File: src/rtl/dtc_rx_param.sv
// DTC link receiver: decodes the trigger stream into L0/L1 pulses and the
// command stream into fast commands and parity-checked slow read/write frames.
module dtc_rx_param #(
  parameter int                       HDR_W        = 8,
  parameter int                       ADDR_W       = 32,
  parameter int                       DATA_W       = 32,
  parameter logic [HDR_W-1:0]         SLOW_CODE    = 8'hE1,
  parameter int                       N_FAST       = 6,
  parameter logic [N_FAST*HDR_W-1:0]  FAST_CODES   = {8'hEF, 8'hE9, 8'hE8, 8'hEA, 8'hE4, 8'hE2},
  parameter int                       TRIG_HOLDOFF = 0,
  parameter int                       CNT_W        = 16
) (
  input  logic              dtc_clk_90,
  input  logic              rst,
  input  logic              trig_bit,
  input  logic              cmd_bit,
  output logic              trig_l0,
  output logic              trig_l1,
  output logic [N_FAST-1:0] fast_cmd,
  output logic [ADDR_W-1:0] address,
  output logic [DATA_W-1:0] data,
  output logic              write,
  output logic              read,
  output logic              parity_err,
  output logic [CNT_W-1:0]  frame_cnt,
  output logic [CNT_W-1:0]  err_cnt
);

  localparam int FRAME_W = ADDR_W + DATA_W + 1;
  localparam int BCNT_W  = $clog2(FRAME_W + 1);
  localparam int HOLD_W  = (TRIG_HOLDOFF > 1) ? $clog2(TRIG_HOLDOFF) : 1;

  // ---------------- trigger path ----------------
  typedef enum logic [1:0] {T_IDLE, T_ARM, T_PULSE, T_HOLD} trig_state_t;

  trig_state_t       t_state, t_next;
  logic [HOLD_W-1:0] hold_cnt;
  logic              l0_n, l1_n;

  always_comb begin
    t_next = t_state;
    l0_n   = 1'b0;
    l1_n   = 1'b0;
    case (t_state)
      T_IDLE:  if (trig_bit) t_next = T_ARM;
      T_ARM: begin
        t_next = T_PULSE;
        l1_n   = trig_bit;
        l0_n   = ~trig_bit;
      end
      T_PULSE: t_next = (TRIG_HOLDOFF > 0) ? T_HOLD : T_IDLE;
      T_HOLD:  if (hold_cnt == '0) t_next = T_IDLE;
      default: t_next = T_IDLE;
    endcase
  end

  always_ff @(posedge dtc_clk_90) begin
    if (!rst) begin
      t_state  <= T_IDLE;
      hold_cnt <= '0;
      trig_l0  <= 1'b0;
      trig_l1  <= 1'b0;
    end else begin
      t_state <= t_next;
      trig_l0 <= l0_n;
      trig_l1 <= l1_n;
      if (t_state == T_PULSE)
        hold_cnt <= HOLD_W'(TRIG_HOLDOFF - 1);
      else if (t_state == T_HOLD && hold_cnt != '0)
        hold_cnt <= hold_cnt - 1'b1;
    end
  end

  // ---------------- command path ----------------
  typedef enum logic {C_HUNT, C_PAYLOAD} cmd_state_t;

  cmd_state_t         c_state, c_next;
  logic [HDR_W-1:0]   hdr, hdr_next;
  logic [BCNT_W-1:0]  bcnt;
  logic [FRAME_W-1:0] stage, stage_next;
  logic               slow_hit, last_bit, good;
  logic [N_FAST-1:0]  fast_hit, fast_n;
  logic               wr_n, rd_n, perr_n;

  assign hdr_next   = {hdr[HDR_W-2:0], cmd_bit};
  assign stage_next = {stage[FRAME_W-2:0], cmd_bit};
  assign slow_hit   = (hdr_next == SLOW_CODE);
  assign last_bit   = (c_state == C_PAYLOAD) && (bcnt == BCNT_W'(1));
  assign good       = ~(^stage_next);

  always_comb begin
    for (int unsigned i = 0; i < N_FAST; i++)
      fast_hit[i] = (hdr_next == FAST_CODES[i*HDR_W +: HDR_W]);
  end

  always_comb begin
    c_next = c_state;
    fast_n = '0;
    wr_n   = 1'b0;
    rd_n   = 1'b0;
    perr_n = 1'b0;
    case (c_state)
      C_HUNT: begin
        if (slow_hit)
          c_next = C_PAYLOAD;
        else
          fast_n = fast_hit;
      end
      C_PAYLOAD: begin
        if (last_bit) begin
          c_next = C_HUNT;
          if (good) begin
            wr_n = ~stage_next[FRAME_W-1];
            rd_n = stage_next[FRAME_W-1];
          end else begin
            perr_n = 1'b1;
          end
        end
      end
      default: c_next = C_HUNT;
    endcase
  end

  // hdr is cleared on every match and stays frozen (at zero) through the payload
  always_ff @(posedge dtc_clk_90) begin
    if (!rst) begin
      c_state    <= C_HUNT;
      hdr        <= '0;
      bcnt       <= '0;
      stage      <= '0;
      fast_cmd   <= '0;
      write      <= 1'b0;
      read       <= 1'b0;
      parity_err <= 1'b0;
      address    <= '0;
      data       <= '0;
      frame_cnt  <= '0;
      err_cnt    <= '0;
    end else begin
      c_state    <= c_next;
      fast_cmd   <= fast_n;
      write      <= wr_n;
      read       <= rd_n;
      parity_err <= perr_n;
      if (c_state == C_HUNT) begin
        hdr <= (slow_hit || (|fast_hit)) ? '0 : hdr_next;
        if (slow_hit)
          bcnt <= BCNT_W'(FRAME_W);
      end else begin
        bcnt  <= bcnt - 1'b1;
        stage <= stage_next;
      end
      if (wr_n || rd_n) begin
        address <= stage_next[FRAME_W-1 -: ADDR_W];
        data    <= stage_next[DATA_W:1];
        if (frame_cnt != '1) frame_cnt <= frame_cnt + 1'b1;
      end
      if (perr_n && err_cnt != '1)
        err_cnt <= err_cnt + 1'b1;
    end
  end

endmodule

File: config.mk
export PLATFORM = sky130hd
export DESIGN_NAME = dtc_rx_param
export DESIGN_NICKNAME = d
export VERILOG_FILES = /design/src/rtl/dtc_rx_param.sv
export SDC_FILE = /design/constraint.sdc
export NUM_CORES = 1
export LEC_CHECK = 0
export ABC_CLOCK_PERIOD_IN_PS = 3300
export BUFFER_PORTS_ARGS = -buffer_cell sky130_fd_sc_hd__buf_2
export CAP_MARGIN = 0
export CORE_UTILIZATION = 57
export DETAILED_ROUTE_END_ITERATION = 16
export PLACE_DENSITY_LB_ADDON = 0.25
export SYNTH_ARGS = -nofsm -noshare
export SYNTH_HDL_FRONTEND = slang
export SYNTH_SLANG_ARGS = --single-unit
File: constraint.sdc
create_clock -name dtc_clk_90 -period 3.3 [get_ports dtc_clk_90]
set_input_delay 0.165 -clock dtc_clk_90 [delete_from_list [all_inputs] [get_ports dtc_clk_90]]
set_output_delay 0.165 -clock dtc_clk_90 [all_outputs]
set_load 0.005 [all_outputs]
==> impl_metrics.tcl <==
set metrics [dict create \
    outcome "finished, final reports clean" \
    die_w_um 121 \
    worst_pin_slew_ps 841 \
    critPathTopFamily "XOR/XNOR gates" \
    cp.arrival_ps 3390 \
    grt_max_degree 65 \
    mostFrequentLayoutCells "188 x dfxtp_1, 153 x nand2_1, 109 x buf_2, 81 x nor2b_1, 68 x mux2i_1" \
    cp_slowest_cell "a311oi_4" \
    routed_wl_um 15500 \
    final_cell_count_no_fill 1140 \
    syn-num-nets 866 \
    antenna_found_initial 0 \
    synth_top_area_share 0.467 \
    drive_above_1_share 0.174 \
    first_pass_iters 5 \
    dp_hpwl_um 9860 \
    ioPinCount 111 \
    netlist_instances 856 \
    layout_commonest_cell "dfxtp_1" \
    cts_made_buffers 17 \
    max_freq_mhz 327 \
    drc 0 \
    yosys_register_bits 189 \
    power.density_nw_per_um2 487 \
    diodes 0 \
    rows 43 \
    worst_path_most_repeated_cell "xnor2_1" \
    root_buffer "clkbuf_16" \
    drt_iter0_drc 327 \
    die_h_um 121 \
    synth-warning-count 0 \
    synth_flop_cell "dfxtp_1" \
    clk-insertion-delay-late_ps 430 \
    cts_sinks 189 \
    grt.total_usage 0.222 \
    path_cells "xor2_1 -> xnor2_1 -> xnor2_1 -> xnor2_1 -> xnor2_1 -> xnor2_1 -> ha_1 -> nor2_1 -> nand3b_2 -> a311oi_4 -> nand4_1 -> xnor2_1 -> and2_1" \
    critical_path_class "register to register" \
    rsz0062_at_grt "false" \
    ys_types 49 \
    critPathRequiredTime_ps 3630 \
    overflow 0 \
    fin_worst_skew_ps 11.8 \
    maxSlewViolCount 0 \
    cts_buffer_depth 2 \
    viasPerCell 5.17 \
    cp_max_fo 6 \
    yosys.area.top_type "dfxtp_1" \
    ir_worst_vdd_mv 0.313 \
    path_clk_slew_ps 70 \
    htree_levels 4 \
    grt_pass1_wl_um 25800 \
    hp-class "input pin to register" \
    leakage_nw 3.58 \
    areaGrowthSynthToFinish_pct 16.4 \
    slew-limit-headroom 0.439 \
    core_area_sq_um 13900 \
    synthTopCellsByArea "dfxtp_1 47%, mux2i_1 8.4%, nand2_1 7.1%" \
    fin_crit_ps 3060 \
    synth_edf_count 0 \
    cts_tree "yes" \
    dieArea_sq_um 14700 \
    port_buffers 110 \
    slowest_delay_ps 380 \
    wire_per_inst_um 13.6 \
    dp.cells 1106 \
    gp_routability_congestion 0.848 \
    hold_viol_final 0 \
    nets 957 \
    avgSynthCellArea_sq_um 9.47 \
    postRouteAntennaNets 0 \
    cp-start-kind "register" \
    setup_viol 0 \
    grt_pass1_vias 5346 \
    cp-end-kind "register" \
    fin_crit_sh 0.927 \
    vias 5897 \
    async_reset_ff_frac 0 \
    synthesis.area_sq_um 8110 \
    seq_area_frac_synth 0.467 \
    timing.setup.tns_ps 0 \
    drv_cap 0 \
    worst-path-buf-inv 0 \
    start_util 0.584 \
]
-- what timing repair did --
action / CTS / global route
hold buffers: 1 / 0
hold endpoints to repair: 2 / 0
endpoints found under the setup margin: 0 / 71
setup buffers: 0 / 1
resized for setup: 0 / 4
-- synth_stat cells (5+ instances only) --
master    instances
buf_4             5
nand4_1           8
a21boi_1         11
a21oi_1          10
clkbuf_1         35
dfxtp_1         189
nand2_1         153
and3_1           12
and2_1           23
xnor2_1          65
xor2_1           26
nor3_1            6
nor2b_1          81
o21ai_0           7
a21boi_0         55
mux2i_1          68
nor2_1           13
buf_2             6
ha_1              6
nand3_1          22
inv_1             8
-- cell type report --
class,instances,area [sq um]
tap,180,225
inverter,8,30.0
sequential,189,3790
timing repair buffer,122,652
fill,1158,4450
clock inverter,14,214
multi-input combinational,609,4100
clock buffer,18,429
-- through the flow --
stage,setup slack [ps],area [sq um],total power [mW],utilization,hold slack (ps)
2_1_floorplan,596,8110,2.41,-,242
3_3_place_gp,186,8750,2.42,0.630,355
3_5_place_dp,77.0,8750,2.42,0.630,354
4_1_cts,58.7,9400,4.63,0.677,167
5_1_grt,5.53,9440,4.74,0.680,186
6_report,242,9440,4.59,0.680,176
-- path summary, 6_finish.rpt --
check | from | to | slack [ps] | depth (start not counted)
min | cmd_bit | fast_cmd[1] | 180 | 3
max reg2reg | stage[48] | frame_cnt[10] | 240 | 13
max | stage[48] | frame_cnt[10] | 240 | 13
min reg2reg | address[17] | address[17] | 450 | 2
-- worst reg2reg max path: stages (launching register included) --
cell and delay (ps):
dfxtp_1 340, xor2_1 180, xnor2_1 330, xnor2_1 140, xnor2_1 150, xnor2_1 290
xnor2_1 160, ha_1 190, nor2_1 70, nand3b_2 270, a311oi_4 380, nand4_1 170
xnor2_1 140, and2_1 140
-- registers in the layout, summed over array words and instances, names as in the netlist --
signal      cells
parity_err      1
read            1
hold_cnt        1
hdr             7
trig_l1         1
bcnt            7
fast_cmd        6
t_state         2
write           1
data           32
trig_l0         1
address        32
stage          64
frame_cnt      16
err_cnt        16
c_state         1
-- kinds of logic (layout without fill, tap and decap cells) --
kind of cell,Yosys count,count (layout),share of synthesized area
mux,68,68,0.0840
xor+xnor,91,91,0.0983
flops,189,189,0.467
fa+ha+maj,6,6,0.00926
simple gates,346,346,0.222
buf+inv,58,162,0.0301
compound gates,98,98,0.0895
-- routing by layer --
layer,track usage,wire (um),part of all wire
met1,0.291,7490,0.48
met2,0.350,7070,0.46
met3,0.0550,705,0.046
met4,0.0833,237,0.015
met5,0,0,0
-- power by group --
group          total [mW]  switching (mW)  internal [mW]
registers            2.29         0.00649           2.28
logic              0.0798          0.0406         0.0392
clock network        2.22           0.876           1.35
Power figures use the tool's default switching activity.
